`config.mk`:
```
export PLATFORM = sky130hd
export DESIGN_NAME = m_timer_device
export DESIGN_NICKNAME = d
export VERILOG_FILES = /design/src/rtl/m_timer_device.sv
export SDC_FILE = /design/constraint.sdc
export NUM_CORES = 1
export LEC_CHECK = 0
export ABC_AREA = 0
export CAP_MARGIN = 30
export CORE_ASPECT_RATIO = 1.75
export CORE_MARGIN = 5
export CORE_UTILIZATION = 52
export CTS_BUF_LIST = sky130_fd_sc_hd__clkbuf_4
export CTS_CLUSTER_SIZE = 28
export DETAILED_ROUTE_END_ITERATION = 10
export PLACE_DENSITY_LB_ADDON = 0.3
export SLEW_MARGIN = 10
export SYNTH_ARGS = -nofsm -noshare
export SYNTH_HDL_FRONTEND = slang
export SYNTH_SLANG_ARGS = --single-unit
```
`constraint.sdc`:
```
create_clock -name clk -period 4.1 [get_ports clk]
set_input_delay 0.82 -clock clk [delete_from_list [all_inputs] [get_ports clk]]
set_output_delay 0.82 -clock clk [all_outputs]
set_load 0.03 [all_outputs]
```
`src/rtl/m_timer_device.sv`:
```
// m_timer_device: memory-mapped countdown timer that responds to the M-stage data bus.
// It holds CTRL/PRESET/COUNT and raises a maskable, level-sensitive interrupt toward CP0.
module m_timer_device #(
    parameter logic [31:0] BASE_ADDR = 32'h0000_7F00
) (
    input  logic        clk,
    input  logic        reset,
    input  logic [31:0] inAddr,
    input  logic        inWE,
    input  logic [31:0] inWData,
    output logic [31:0] outRData,
    output logic        outIRQ
);

    typedef enum logic [1:0] {
        ST_IDLE = 2'd0,
        ST_LOAD = 2'd1,
        ST_CNT  = 2'd2,
        ST_INT  = 2'd3
    } state_t;

    localparam logic [1:0] SEL_CTRL   = 2'd0;
    localparam logic [1:0] SEL_PRESET = 2'd1;
    localparam logic [1:0] SEL_COUNT  = 2'd2;
    localparam logic [1:0] MODE_AUTO  = 2'b01;

    // CTRL keeps only its implemented bits: [0] EN, [2:1] MODE, [3] IM.
    logic [3:0]  ctrl_q;
    logic [31:0] preset_q;
    logic [31:0] count_q;
    logic        irq_q;
    state_t      state_q;

    logic        hit;
    logic [1:0]  sel;
    logic        wr_ctrl;
    logic        wr_preset;
    logic        unused_addr_lsb;

    assign hit       = (inAddr[31:4] == BASE_ADDR[31:4]);
    assign sel       = inAddr[3:2];
    assign wr_ctrl   = hit && inWE && (sel == SEL_CTRL);
    assign wr_preset = hit && inWE && (sel == SEL_PRESET);

    // Byte offset within a word plays no role: only word stores are supported.
    assign unused_addr_lsb = ^inAddr[1:0];

    // Register file plus countdown sequencer. CPU writes are applied first so that
    // later FSM assignments take priority (irqFlag set beats a write clear), while
    // the hardware EN clear is skipped when the CPU writes CTRL in the same cycle.
    always_ff @(posedge clk or posedge reset) begin
        if (reset) begin
            ctrl_q   <= 4'd0;
            preset_q <= 32'd0;
            count_q  <= 32'd0;
            irq_q    <= 1'b0;
            state_q  <= ST_IDLE;
        end else begin
            if (wr_ctrl) begin
                ctrl_q <= inWData[3:0];
            end
            if (wr_preset) begin
                preset_q <= inWData;
            end
            if (wr_ctrl || wr_preset) begin
                irq_q <= 1'b0;
            end

            case (state_q)
                ST_IDLE: begin
                    if (ctrl_q[0]) begin
                        state_q <= ST_LOAD;
                    end
                end
                ST_LOAD: begin
                    count_q <= preset_q;
                    state_q <= ST_CNT;
                end
                ST_CNT: begin
                    if (!ctrl_q[0]) begin
                        state_q <= ST_IDLE;
                    end else if (count_q == 32'd0) begin
                        state_q <= ST_INT;
                        irq_q   <= 1'b1;
                    end else begin
                        count_q <= count_q - 32'd1;
                    end
                end
                ST_INT: begin
                    if (ctrl_q[2:1] == MODE_AUTO) begin
                        // Auto-reload: the flag lives for exactly one cycle.
                        state_q <= ST_LOAD;
                        irq_q   <= 1'b0;
                    end else begin
                        state_q <= ST_IDLE;
                        if (!wr_ctrl) begin
                            ctrl_q[0] <= 1'b0;
                        end
                    end
                end
                default: begin
                    state_q <= ST_IDLE;
                end
            endcase
        end
    end

    // Combinational read port; misses and the reserved word read as zero.
    always_comb begin
        outRData = 32'd0;
        if (hit) begin
            case (sel)
                SEL_CTRL:   outRData = {28'd0, ctrl_q};
                SEL_PRESET: outRData = preset_q;
                SEL_COUNT:  outRData = count_q;
                default:    outRData = 32'd0;
            endcase
        end
    end

    assign outIRQ = irq_q & ctrl_q[3];

endmodule

```
Word level (Yosys, flattened, before mapping):

Cells that the tools add are included.

* register bits: 71
* output and inout bits: 33
* logic and storage cells: 48

* add/subtract/negate cells: 1
* equal/unequal tests: 11
* multiplexer cells: 19
* bitwise operators: 1
* reduce and logical (&&, ||, !) cells: 10

Operator list (count)
* 2-to-1 mux 32 bit: 3
* case mux 32 bit (3 select lines): 1
* case mux 32 bit (2 select lines): 1
* logical NOT 32 bit: 1
* subtractor 32 x 1 -> 32 bit, second input constant: 1
* == test 28 x 11 -> 1 bit, second input constant: 1
* 2-to-1 mux 1 bit: 9
* case mux 2 bit (4 select lines): 1
* == test 2 x 1 -> 1 bit, second input constant: 3
* == test 2 bit, second input constant: 3
* 2-to-1 mux 2 bit: 3
* inequality test 2 bit, second input constant: 3
* logical NOT 2 bit: 2
* logical AND 1 bit: 3
* inequality test 3 bit, second input constant: 1
* AND reduction 3 bit: 1
* case mux 1 bit (2 select lines): 1
* AND reduction 2 bit: 1
* nonzero test 2 bit: 1
* AND 1 bit: 1
* logical OR 1 bit: 1

Logic depth before layout (Yosys ltp):

* word-level depth: 8
* mapped depth: 8

Worst setup path after synthesis:

OpenSTA, ideal clock, no wires.

* path type: input -> output
* from: input port inAddr[5]
* to: output port outRData[10]
* arrival time: 2.629 ns
* required time: 3.280 ns
* slack: 0.651 ns
* cell stages on the path: 5
* path buffers: 2
* cell sequence: or4b_1 > or4_1 > clkbuf_1 > clkbuf_1 > nor2_1

* word-level cells in the longest chain between the ends: 2

RTL lines
* from (decl): RTL line 8 `input logic [31:0] inAddr,`
* == test 28 x 11 -> 1 bit: RTL line 40 `assign hit = (inAddr[31:4] == BASE_ADDR[31:4]);`
* 2-to-1 mux 32 bit: RTL line 111 `if (hit) begin`
* to (decl): RTL line 11 `output logic [31:0] outRData,`

No other way between the ends.

Worst setup path after layout:

* from: input port inAddr[5]
* to: output port outRData[1]

The elaborated chain is that of the path after synthesis.

==> results.json <==
{
  "die_x_um": 78.71,
  "floorplan.die_area_sq_um": 10250,
  "crit_path_start_kind": "input port",
  "post_cts_hold_buffer_count": 0,
  "via_per_inst": 6.592,
  "number_of_enable_flip_flop_cells_after_synthesis": 0,
  "detail_route.iter0.violations": 390,
  "pin_count": 100,
  "syn_inst": 457,
  "drive_gt1_frac": 0.2018,
  "p_total_mw": 1.170,
  "critical_path_capture_point_type": "primary output",
  "grt_first_pass_wirelength_um": 20710,
  "top_usage_layer": "met2",
  "groute.usage.overall": 0.2544,
  "maxCapViolCount": 0,
  "nets": 609,
  "detailedPlacementHpwl_um": 9017,
  "hold_path_class": "reg -> reg",
  "global_route.overflow_total": 0,
  "drc": 0,
  "synth-seq-area-share": 0.4136,
  "route.final.wire_length_um": 12680,
  "floorplan.initialDensity": 0.5236,
  "dieHeight_um": 130.2,
  "yosys.cell_types.count": 52,
  "setup_viol": 0,
  "worst-setup-path-type": "in -> out",
  "report.final.slew_viol_count": 0,
  "worst_setup_margin_ns": 0.3825,
  "core_area_sq_um": 8203,
  "numClockSinks": 71,
  "cts.repair.resized": 0,
  "tritoncts.num_buffers": 9,
  "crit_path_max_fanout": 35,
  "via_count_of_the_first_global_routing_pass": 4247,
  "rsz0062_at_grt": "no",
  "power.density_nw_per_um2": 216.0,
  "clock_path_buffers": 2,
  "place_ws_ns": 0.3688,
  "syn_area_sq_um": 4295,
  "synthesis.yosys.warnings": 0,
  "antenna_violations_before_repair": 0,
  "detailedRoute.firstPassIterationCount": 6,
  "tritoncts": "built",
  "cts_setup_buffers": 0,
  "global_route.usage.met2": 0.4547,
  "antenna_violating_nets_remaining": 0,
  "mappedNetlistNets": 526,
  "worst-slew-pin-transition_ns": 0.8274,
  "place.gp.congestion": 0.9127,
  "clk_pin_slew_worst_paths_ns": 0.11,
  "grt_use_met3": 0.05041,
  "outcome": "finished, final reports clean",
  "placement.io_buffers": 97,
  "critical_path_required_ns": 3.28,
  "leakagePower_nw": 2.316,
  "clock_insertion_delay_worst_skew_ns": 0.43,
  "final_hold_violating_endpoints": 0,
  "num_rows": 44,
  "antenna-diode-count": 0,
  "grt_start_max_net_pins": 42,
  "power.ir.vdd_worst_uv": 183.3,
  "final.min_clock_period_ns": 3.718,
  "setup-tns-final_ns": 0,
  "ys_async_sr_fraction": 1.000,
  "ctsHtreeMaxLevel": 3,
  "met1_routing_resource_usage_after_global_routing": 0.2874,
  "synth_flop_cell": "dfrtp_1",
  "synthToLayoutAreaGrowth_pct": 26.10,
  "syn_area_per_cell_sq_um": 9.399,
  "worst_ep_arrival_time_ns": 2.90,
  "period_utilisation_layout": 0.9067,
  "ys_ff_latch": 71,
  "fin_skew_ns": 0.01242,
  "clock_tree.root_cell": "clkbuf_4",
  "routedWlPerCell_um": 19.90,
  "achievable-frequency_ghz": 0.2690,
  "worst_slew_margin_rel": 0.4441,
  "routed_via_count": 4199
}
[synth_stat cells (all sizes together) (2+ instances only)]
master | instances | area [sq um]
dfrtp | 71 | 1777
nor2 | 61 | 229.0
mux2 | 35 | 394.1
a22oi | 34 | 255.2
clkbuf | 33 | 123.9
nor3 | 21 | 105.1
a21oi | 14 | 70.07
nand2 | 14 | 52.55
o21ai | 14 | 70.06
nor4 | 13 | 87.58
o221ai | 13 | 113.9
o2bb2ai | 11 | 96.34
buf | 10 | 58.81
or4 | 10 | 86.33
inv | 8 | 30.03
o22a | 8 | 70.07
a22o | 7 | 61.31
or3 | 7 | 43.79
a221oi | 6 | 52.55
a31oi | 6 | 37.54
mux2i | 6 | 60.06
nand3 | 6 | 30.03
o211ai | 6 | 45.04
nand4 | 5 | 31.28
a2bb2oi | 4 | 35.03
nor2b | 4 | 25.02
o31ai | 4 | 30.03
a211oi | 3 | 22.52
a221o | 2 | 20.02
ha | 2 | 25.02
nand2b | 2 | 12.51
nor4b | 2 | 17.52
or2 | 2 | 12.51
[report_power, final]
group,switching [mW],internal [mW]
Sequential,0.0000000430,0.700
Combinational,0.0371,0.0605
Clock,0.249,0.123
Total,0.286,0.884
[sequential cells by signal, indices dropped and copies added, names as in the netlist]
| name | count |
|---|---|
| preset_q | 32 |
| irq_q | 1 |
| count_q | 32 |
| state_q | 2 |
| ctrl_q | 4 |
[layer usage]
layer  share of wire  vias to the layer above
met3           0.066                       35
met1            0.37                     2030
met4           0.030                        0
met2            0.54                      199
met5               0                        -
li1                -                     1935
[worst paths after layout]
kind,startpoint,to,slack (ns),cells past startpoint
min in group asynchronous,reset,preset_q[15],0.69,2
max,inAddr[5],outRData[1],0.38,6
max reg2reg,count_q[20],count_q[30],0.87,6
max in group asynchronous,reset,preset_q[24],2.82,3
min reg2reg,ctrl_q[3],ctrl_q[3],0.54,1
min,ctrl_q[3],ctrl_q[3],0.54,1
[kinds of logic (layout without fill, tap and decap cells)]
group                      Yosys count  after routing  synth area share
muxes                               41             41            0.1057
AOI/OAI and AO/OA                  140            140            0.2450
and+or+nand+nor                    152            152            0.1803
DFF                                 71             71            0.4136
buffers and inverters               51            139           0.04952
adders and majority gates            2              2          0.005825
[area by class of cell]
cell class / instances / area (sq um)
clock buffer: 10 / 75.07
clock inverter: 6 / 27.53
fill: 702 / 2786
inverter: 8 / 30.03
multi-input combinational: 335 / 2316
sequential: 71 / 1777
tap: 92 / 115.1
timing repair buffer: 115 / 1076
[cell usage in the layout (no fill, tap or decap), types with 3 or more instances in the layout]
cell             synthesis  routed
o221ai_1                13      13
mux2i_1                  6       6
a31oi_1                  6       6
buf_4                    1      46
clkbuf_4                 0      10
nand2_1                 14      14
nor2_1                  61      61
o2bb2ai_1               11      11
or3_1                    7       7
inv_1                    8       7
a221oi_1                 6       6
clkdlybuf4s50_1          0      65
a22o_1                   7       7
o31ai_1                  4       4
a21oi_1                 14      14
o211ai_1                 6       6
nor4_1                  12      12
nand3_1                  6       6
o22a_1                   8       8
nor3_1                  21      20
a22oi_1                 34      34
nand4_1                  5       5
mux2_2                  34      34
o21ai_0                 13      12
buf_12                   0       4
a211oi_1                 3       3
or4_4                    3       3
a2bb2oi_1                4       4
or4_1                    7       7
clkinv_2                 0       4
dfrtp_1                 71      71
[through the flow]
stage               cell area [sq um]  utilization  hold slack, ns  cells
global route                     5416       0.6603          0.5651    637
floorplan                        4295            -          0.4791    457
finish                           5416       0.6603          0.5380    637
global placement                 5286       0.6444          0.5081    619
detailed placement               5314       0.6478          0.5169    621
CTS                              5416       0.6603          0.5398    637
[worst max-delay path: stages]
cell and delay [ns]:
clkdlybuf4s50_1 0.39, or4b_1 0.52, or4_1 0.51, buf_4 0.27, nor2_1 0.23, buf_12 0.15
(Power assumes the default switching activity.)
